--- config.mk ---
export PLATFORM = sky130hd
export DESIGN_NAME = mem_copy_engine_flat
export DESIGN_NICKNAME = d
export VERILOG_FILES = /design/src/rtl/mem_copy_engine_if.sv /design/src/rtl/mem_copy_engine.sv /design/src/flat_wrapper.sv
export SDC_FILE = /design/constraint.sdc
export NUM_CORES = 1
export LEC_CHECK = 0
export BUFFER_PORTS_ARGS = -buffer_cell sky130_fd_sc_hd__buf_2
export CORE_AREA = 10 10 133 87
export CTS_BUF_LIST = sky130_fd_sc_hd__clkbuf_8
export DETAILED_ROUTE_END_ITERATION = 6
export DIE_AREA = 0 0 143 97
export SLEW_MARGIN = 20
export SYNTH_ARGS = -nofsm -noshare
export SYNTH_HDL_FRONTEND = slang
export SYNTH_SLANG_ARGS = --single-unit
--- constraint.sdc ---
create_clock -name clock -period 4.7 [get_ports clock]
set_input_delay 0.705 -clock clock [delete_from_list [all_inputs] [get_ports clock]]
set_output_delay 0.705 -clock clock [all_outputs]
set_load 0.02 [all_outputs]
--- src/rtl/mem_copy_engine_if.sv ---
// Command, status and data-memory bus of the word-copy engine.
// The engine attaches through the slave modport; the requester and memory side use master.
interface mem_copy_engine_if #(
   parameter int ADDR_WIDTH = 8,
   parameter int DATA_WIDTH = 8
);
   logic                  start;
   logic [ADDR_WIDTH-1:0] src_addr;
   logic [ADDR_WIDTH-1:0] dst_addr;
   logic [ADDR_WIDTH:0]   length;
   logic                  busy;
   logic                  done;
   logic [ADDR_WIDTH:0]   words_done;
   logic                  enable_read;
   logic                  enable_write;
   logic [ADDR_WIDTH-1:0] ram_addr;
   logic [DATA_WIDTH-1:0] write_data;
   logic [DATA_WIDTH-1:0] read_data;

   modport master (
      output start, src_addr, dst_addr, length, read_data,
      input  busy, done, words_done, enable_read, enable_write, ram_addr, write_data
   );

   modport slave (
      input  start, src_addr, dst_addr, length, read_data,
      output busy, done, words_done, enable_read, enable_write, ram_addr, write_data
   );
endinterface

--- src/rtl/mem_copy_engine.sv ---
// Forward word-copy engine: alternates one READ and one WRITE cycle per word
// against a synchronous single-port data memory, then pulses done.
module mem_copy_engine #(
   parameter int ADDR_WIDTH = 8,
   parameter int DATA_WIDTH = 8
) (
   input  logic            clock,
   input  logic            reset_n,
   mem_copy_engine_if.slave bus
);

   typedef enum logic [1:0] {IDLE, READ, WRITE, DONE} state_t;

   localparam logic [ADDR_WIDTH:0] ONE = (ADDR_WIDTH+1)'(1);

   state_t                r_state;
   logic [ADDR_WIDTH-1:0] r_src;
   logic [ADDR_WIDTH-1:0] r_dst;
   logic [ADDR_WIDTH:0]   r_len;
   logic [ADDR_WIDTH:0]   r_index;
   logic [ADDR_WIDTH:0]   r_words_done;
   logic                  r_busy;
   logic                  r_done;
   logic                  r_en_rd;
   logic                  r_en_wr;
   logic [ADDR_WIDTH-1:0] r_ram_addr;

   logic [ADDR_WIDTH:0]   w_next_index;

   assign w_next_index = r_index + ONE;

   // NOTE: all state, including the registered bus outputs, is cleared by the
   // async reset so the memory strobes drop the instant reset_n falls.
   always_ff @(posedge clock or negedge reset_n) begin
      if (!reset_n) begin
         r_state      <= IDLE;
         r_src        <= '0;
         r_dst        <= '0;
         r_len        <= '0;
         r_index      <= '0;
         r_words_done <= '0;
         r_busy       <= 1'b0;
         r_done       <= 1'b0;
         r_en_rd      <= 1'b0;
         r_en_wr      <= 1'b0;
         r_ram_addr   <= '0;
      end else begin
         // NOTE: non-blocking assignments only; every branch reads the
         // pre-edge values, so ordering inside the case does not matter.
         case (r_state)
            IDLE: begin
               if (bus.start) begin
                  r_src        <= bus.src_addr;
                  r_dst        <= bus.dst_addr;
                  r_len        <= bus.length;
                  r_index      <= '0;
                  r_words_done <= '0;
                  if (bus.length == '0) begin
                     r_state <= DONE;
                     r_done  <= 1'b1;
                  end else begin
                     r_state    <= READ;
                     r_busy     <= 1'b1;
                     r_en_rd    <= 1'b1;
                     r_ram_addr <= bus.src_addr;
                  end
               end
            end
            READ: begin
               r_state    <= WRITE;
               r_en_rd    <= 1'b0;
               r_en_wr    <= 1'b1;
               r_ram_addr <= r_dst + r_index[ADDR_WIDTH-1:0];
            end
            WRITE: begin
               r_index      <= w_next_index;
               r_words_done <= r_words_done + ONE;
               r_en_wr      <= 1'b0;
               if (w_next_index < r_len) begin
                  r_state    <= READ;
                  r_en_rd    <= 1'b1;
                  r_ram_addr <= r_src + w_next_index[ADDR_WIDTH-1:0];
               end else begin
                  r_state    <= DONE;
                  r_busy     <= 1'b0;
                  r_done     <= 1'b1;
                  r_ram_addr <= '0;
               end
            end
            DONE: begin
               r_state <= IDLE;
               r_done  <= 1'b0;
            end
            default: r_state <= IDLE;
         endcase
      end
   end

   // Read data only arrives during WRITE, so it passes straight through.
   assign bus.write_data   = (r_state == WRITE) ? bus.read_data : '0;
   assign bus.busy         = r_busy;
   assign bus.done         = r_done;
   assign bus.words_done   = r_words_done;
   assign bus.enable_read  = r_en_rd;
   assign bus.enable_write = r_en_wr;
   assign bus.ram_addr     = r_ram_addr;

endmodule

--- src/flat_wrapper.sv ---
// flat-port wrapper written by rule: the top's interface ports become plain ports
module mem_copy_engine_flat 
#(
   parameter int ADDR_WIDTH = 8,
   parameter int DATA_WIDTH = 8
)
  (clock, reset_n, bus_start, bus_src_addr, bus_dst_addr, bus_length, bus_read_data, bus_busy, bus_done, bus_words_done, bus_enable_read, bus_enable_write, bus_ram_addr, bus_write_data);
  mem_copy_engine_if #(.ADDR_WIDTH(ADDR_WIDTH), .DATA_WIDTH(DATA_WIDTH)) bus_i ();
  input  logic clock;
  input  logic reset_n;
  input wire logic [$bits(bus_i.start)-1:0] bus_start;
  input wire logic [$bits(bus_i.src_addr)-1:0] bus_src_addr;
  input wire logic [$bits(bus_i.dst_addr)-1:0] bus_dst_addr;
  input wire logic [$bits(bus_i.length)-1:0] bus_length;
  input wire logic [$bits(bus_i.read_data)-1:0] bus_read_data;
  output wire logic [$bits(bus_i.busy)-1:0] bus_busy;
  output wire logic [$bits(bus_i.done)-1:0] bus_done;
  output wire logic [$bits(bus_i.words_done)-1:0] bus_words_done;
  output wire logic [$bits(bus_i.enable_read)-1:0] bus_enable_read;
  output wire logic [$bits(bus_i.enable_write)-1:0] bus_enable_write;
  output wire logic [$bits(bus_i.ram_addr)-1:0] bus_ram_addr;
  output wire logic [$bits(bus_i.write_data)-1:0] bus_write_data;
  assign bus_i.start = bus_start;
  assign bus_i.src_addr = bus_src_addr;
  assign bus_i.dst_addr = bus_dst_addr;
  assign bus_i.length = bus_length;
  assign bus_i.read_data = bus_read_data;
  assign bus_busy = bus_i.busy;
  assign bus_done = bus_i.done;
  assign bus_words_done = bus_i.words_done;
  assign bus_enable_read = bus_i.enable_read;
  assign bus_enable_write = bus_i.enable_write;
  assign bus_ram_addr = bus_i.ram_addr;
  assign bus_write_data = bus_i.write_data;
  mem_copy_engine #(.ADDR_WIDTH(ADDR_WIDTH), .DATA_WIDTH(DATA_WIDTH)) u_core (.clock(clock), .reset_n(reset_n), .bus(bus_i));
endmodule
# --- Yosys cells after proc, flatten, opt, wreduce, memory -nomap -nowiden ---
# Index checks and enable logic that the tools add are counted.
classes:
  addsub: 4
  mul: 0
  div_mod_pow: 0
  n_lt_le_gt_ge: 1
  eq_ne: 8
  shift: 0
  muxes: 23
  bitwise_logic: 0
  reduce_logical: 12
op_table:
  columns: ["cell", "count"]
  rows:
  - ["$pmux 9 s2", 2]
  - ["$mux 8", 4]
  - ["$pmux 8 s3", 1]
  - ["$add 9x1->9 const B", 2]
  - ["$add 8x8->8", 2]
  - ["$reduce_and 4->1", 3]
  - ["$logic_not 9->1", 1]
  - ["$lt 9x9->1", 1]
  - ["$mux 9", 1]
  - ["$pmux 2 s4", 1]
  - ["$mux 1", 7]
  - ["$mux 2", 3]
  - ["$ne 2x2->1 const B", 3]
  - ["$pmux 1 s3", 2]
  - ["$reduce_bool 3->1", 2]
  - ["$eq 2x2->1 const B", 2]
  - ["$ne 2x1->1 const B", 2]
  - ["$pmux 1 s2", 2]
  - ["$reduce_and 2->1", 2]
  - ["$reduce_bool 2->1", 2]
  - ["$reduce_and 3->1", 1]
  - ["$eq 2x1->1 const B", 1]
  - ["$logic_not 2->1", 1]
totals:
  ff_bits: 57
  latch_bits: 0
  mem_bits_rw: 0
  mem_bits_ro: 0
  inputBits: 36
  output_inout_bits: 29
  elab_cells: 59
  n_memories: 0

# --- Longest topological paths before layout ---
depth:
  depth_word: 4
  ltp_mapped: 13
  ltp_nobuf: 12

# --- Least setup slack after synthesis ---
# OpenSTA, ideal clock, no wires.
synth_timing:
  path_type: "flip-flop to flip-flop"
  startpoint: "reg u_core.r_index[1]"
  endpoint: "reg u_core.r_ram_addr[4], in the netlist u_core.bus.ram_addr[4]"
  arrival_ns: 2.627
  t_required_ns: 4.568
  setup_slack_ns: 1.942
  stages_incl_launch_ff: 14
  n_path_buf: 1
  path_cell_list: "dfrtp_1 > ha_1 > nand3_1 > nor2_1 > and3_2 > xor2_1 > ha_1 > and3_1 > nand4_1 > o21a_1 > and4_1 > buf_4 > a221oi_1 > o21ai_0"
synth_via:
  elab_chain_cells: 4
  word_cells_on_any_way: 6
synth_lines:
  columns: ["item", "line_no", "rtl"]
  rows:
  - ["from (decl)", "mem_copy_engine.sv:20", "logic [ADDR_WIDTH:0] r_index;"]
  - ["from (signal assigned)", "mem_copy_engine.sv:76", "r_index <= w_next_index;"]
  - ["$add 9x1->9", "mem_copy_engine.sv:30", "assign w_next_index = r_index + ONE;"]
  - ["$add 8x8->8 or $lt 9x9->1 (tied branches)", "mem_copy_engine.sv:82, mem_copy_engine.sv:79", null]
  - ["$mux 8", "mem_copy_engine.sv:79", "if (w_next_index < r_len) begin"]
  - ["$pmux 8 s3 (*)", "mem_copy_engine.sv:50", "case (r_state)"]
  - ["to (signal assigned)", "mem_copy_engine.sv:65", "r_ram_addr <= bus.src_addr;"]
  - ["to (signal assigned)", "mem_copy_engine.sv:73", "r_ram_addr <= r_dst + r_index[ADDR_WIDTH-1:0];"]
  - ["to (signal assigned)", "mem_copy_engine.sv:82", "r_ram_addr <= r_src + w_next_index[ADDR_WIDTH-1:0];"]
  - ["to (decl)", "mem_copy_engine.sv:26", "logic [ADDR_WIDTH-1:0] r_ram_addr;"]
# Mark *: on every way between the ends. The rest lies on a longest branch, timed or not.
# A chain may end at the register's enable or synchronous reset.

# --- Worst setup path in the final report ---
layout_timing:
  startpoint: "reg u_core.r_index[0]"
  endpoint: "reg u_core.r_ram_addr[6], in the netlist u_core.bus.ram_addr[6]"
# Same word-level chain as after synthesis.

==> metrics.csv <==
stage,metric,value,unit
cts,post-CTS sizing,0,
power_and_ir_drop,combinational power share,50.2,%
yosys,syn_area_per_cell,9.86,um2
final_layout,Area Overhead vs Synth,18.9,%
yosys,Post-synth EDFFs,0,
drt,Routed Antenna Nets,0,
status,status,"finished, final reports clean",
worst_hold_path,Hold WC Path Type,in2async,
cts,H-tree levels,3,
timing,endpoints failing setup,0,
timing,"Slew Viols, Final",0,
floorplanning,Die H,97,um
cts,Max Buffers Root-to-Sink,2,
final_layout,number of diodes,0,
yosys,mapped cell area,3570,um2
power_and_ir_drop,sequential share of power,29.5,%
floorplanning,I/O pin cnt,65,
drt,initial drt markers,217,
final_layout,Layout Cell Area excl Fill,4240,um2
yosys,asr flop ratio synth,100,%
timing,final period utilization,68.6,%
drt,drt drc,0,
critical_path,"Req. time, crit path",4.97,ns
drt,WL final,9470,um
timing,final hold viol count,0,
placement,Buffers on Ports,64,
yosys,Synth Area in Compound Gates,16.2,%
grt,largest net degree at the start of global routing,58,
drt,1st-pass router iterations,5,
final_layout,Register Area,1430,um2
placement,Placer Congestion,0.837,
floorplanning,# rows,27,
final_layout,share of cells above drive strength 1,27.3,%
timing,final worst path period need,3.22,ns
timing,Max Clock Freq,310,MHz
cts,setup bufs post-CTS,0,
yosys,largest family of logic cells by synthesized area,compound AO/OA/AOI/OAI gates,
yosys,Synth Area in Simple Gates,13.8,%
cts,clock sink total,57,
timing,Fin Hold WS,0.484,ns
power_and_ir_drop,internal power,1.64,mW
timing,measured slew at the worst slew-check pin,0.732,ns
floorplanning,core area,9020,um2
power_and_ir_drop,clock share of power,20.3,%
timing,setup tns final,0,ns
cts,root buffer cell,clkbuf_8,
yosys,syn nets,429,
cts,TritonCTS clock tree,built,
grt,initial antenna violation count,0,
cts,worst skew pair latency,0.36,ns
power_and_ir_drop,PwrDens,666,nW/um2
yosys,"area leader, netlist",dfrtp_1,
critical_path,Setup crit start kind,flip-flop,
timing,skew final,0.0114,ns
yosys,top_reg_cell synth,dfrtp_1,
grt,global-route wire length before repair,15400,um
yosys,post-synthesis xor/xnor area fraction,5.89,%
floorplanning,starting density of the core,39.6,%
yosys,main area contributors after synthesis,"dfrtp_1, ha_1, mux2_2, o21ai_0, nand2_1",
drt,M1 wire length,4820,um
drt,drt wl/cell,17.3,um
final_layout,layout net count,495,
critical_path,crit path DAT,3.49,ns
grt,vias in the first global route,2975,
critical_path,Setup crit end kind,flip-flop,
grt,GRT Resource Usage Total,13.9,%
power_and_ir_drop,VDD IR max,362,uV
power_and_ir_drop,Final Power,2.83,mW
yosys,Synth top area share,40.0,%
floorplanning,DIE AREA,13900,um2
power_and_ir_drop,Static Leakage,2.12,nW
yosys,mux share of post-synthesis cell area,8.76,%
final_layout,fill count,873,
final_layout,area occupied by multi-input gates,2000,um2
critical_path,R2R setup slack,1.48,ns
grt,total grt overflow,0,
drt,max layer used,met4,
drt,total number of vias,2925,
power_and_ir_drop,P_sw,1.19,mW
drt,Avg Vias per Cell,5.33,
power_and_ir_drop,Net Sw Frac,42.1,%
yosys,synthesis warning total,0,
drt,metal3 WL,765,um
critical_path,crit path kind,reg2reg,
placement,Placed Area,4000,um2
drt,routed wl met2,3830,um
cts,"Reg clk slew, reported paths",0.07,ns
cts,number of CTS-inserted buffers,9,
critical_path,CP max FO,10,
placement,Final HPWL DP,7260,um
yosys,register area share after synthesis,40.0,%
cts,CTS Hold Buffers Added,0,
yosys,Synth Area in Adders,11.3,%
timing,RSZ-0062 raised after global routing,false,
yosys,synthesized flop and latch total,57,
yosys,"Distinct cells, synth",52,
yosys,Mapped Cells,362,
floorplanning,die width,143,um
flow_run,Max-Cap Viols,0,
timing,relative slew slack,51.2,%
metrics by stage:
stage	setup slack (ns)	std cells	utilization, %
3_5_place_dp	1.58	533	44.4
2_1_floorplan	1.94	362	-
6_report	1.48	549	47.1
4_1_cts	1.55	549	47.1
5_1_grt	1.25	549	47.1
3_3_place_gp	1.74	533	44.4
Yosys cell counts (4+ instances only):
cell type / instances
nand2_1: 30
o21ai_0: 33
dfrtp_1: 57
nand3_1: 8
a32o_1: 4
xor2_1: 12
nand4_1: 6
a211oi_1: 4
nor2_1: 20
and2_1: 8
or3_1: 4
xnor2_1: 9
ha_1: 29
a221oi_1: 5
inv_1: 26
clkbuf_1: 7
mux2_2: 26
a21oi_1: 16
a21o_1: 8
state kept, by name, summed over array words and instances (netlist names):
name                     count
u_core.r_index               9
u_core.r_src                 8
u_core.bus.enable_write      1
u_core.r_dst                 8
u_core.r_state               2
u_core.bus.done              1
u_core.bus.enable_read       1
u_core.r_len                 9
u_core.bus.ram_addr          8
u_core.bus.busy              1
u_core.bus.words_done        9
routing by layer:
layer,track usage [%],up-vias
met3,5.12,5
met4,3.68,0
met5,0,-
met1,19.9,1400
met2,19.0,87
li1,-,1433
power by group through the flow:
stage	clock (mW)	combinational, mW	sequential [mW]
finish	0.574	1.42	0.835
CTS	0.582	1.43	0.835
detailed placement	0	1.42	0.840
floorplan	0	0.987	0.857
global route	0.613	1.59	0.862
global placement	0	1.40	0.839
worst paths after layout:
path | startpoint | end | cells after the start
max reg2reg | u_core.r_index[0] | u_core.bus.ram_addr[6] | 12
min | reset_n | u_core.r_len[1] | 2
min reg2reg | u_core.bus.ram_addr[2] | u_core.bus.ram_addr[2] | 2
max | u_core.r_index[0] | u_core.bus.ram_addr[6] | 12
min in group clock | u_core.bus.ram_addr[2] | u_core.bus.ram_addr[2] | 2
max in group asynchronous | reset_n | u_core.r_dst[0] | 2
final cells by class:
cell class | count | share of cell area [%]
flip-flops and latches | 57 | 33.6
multi-input cells | 268 | 47.1
clock inverters | 6 | 2.48
inverters | 26 | 2.30
clock buffers | 10 | 3.24
repair buffers | 66 | 7.90
well taps | 116 | 3.42
cell families (layout without fill, tap and decap cells):
family,count (synthesis),after routing
multiplexers,28,28
adder cells (fa/ha/maj),31,31
XOR/XNOR,22,22
buffers and inverters,37,108
AO/OA/AOI/OAI,90,90
flip-flops,57,57
AND/OR/NAND/NOR,97,97
cells in the final DEF, fill, tap and decap left out, types with 2 or more instances in the layout:
master,n
clkbuf_8,10
o21ai_0,33
a32o_1,4
and3_2,3
fa_1,2
nor4b_1,2
nor2b_1,2
and3_1,3
bufinv_16,3
a22o_1,2
a211oi_1,4
xor2_1,12
or3_1,4
buf_4,2
and2_1,8
a221oi_1,5
a31o_2,2
nand3_1,8
o31ai_1,2
a21oi_1,16
nand2b_1,2
mux2_2,26
inv_1,26
ha_1,29
a21o_1,8
dfrtp_1,57
a31oi_1,3
buf_2,64
mux2i_1,2
clkinv_2,3
nor2_1,20
xnor2_1,9
nand4_1,6
nor3_1,3
nand2_1,30
critical path, cell delays in order, from the launching register on:
cell	delay, ns
dfrtp_1	0.48
ha_1	0.26
nand3_1	0.14
nor2_1	0.26
and3_2	0.22
xor2_1	0.20
ha_1	0.28
and3_1	0.18
nand3_1	0.09
o21a_1	0.14
and4_1	0.47
o21ai_0	0.21
a21oi_1	0.18
Note: power is estimated with default switching activity, not from simulation.
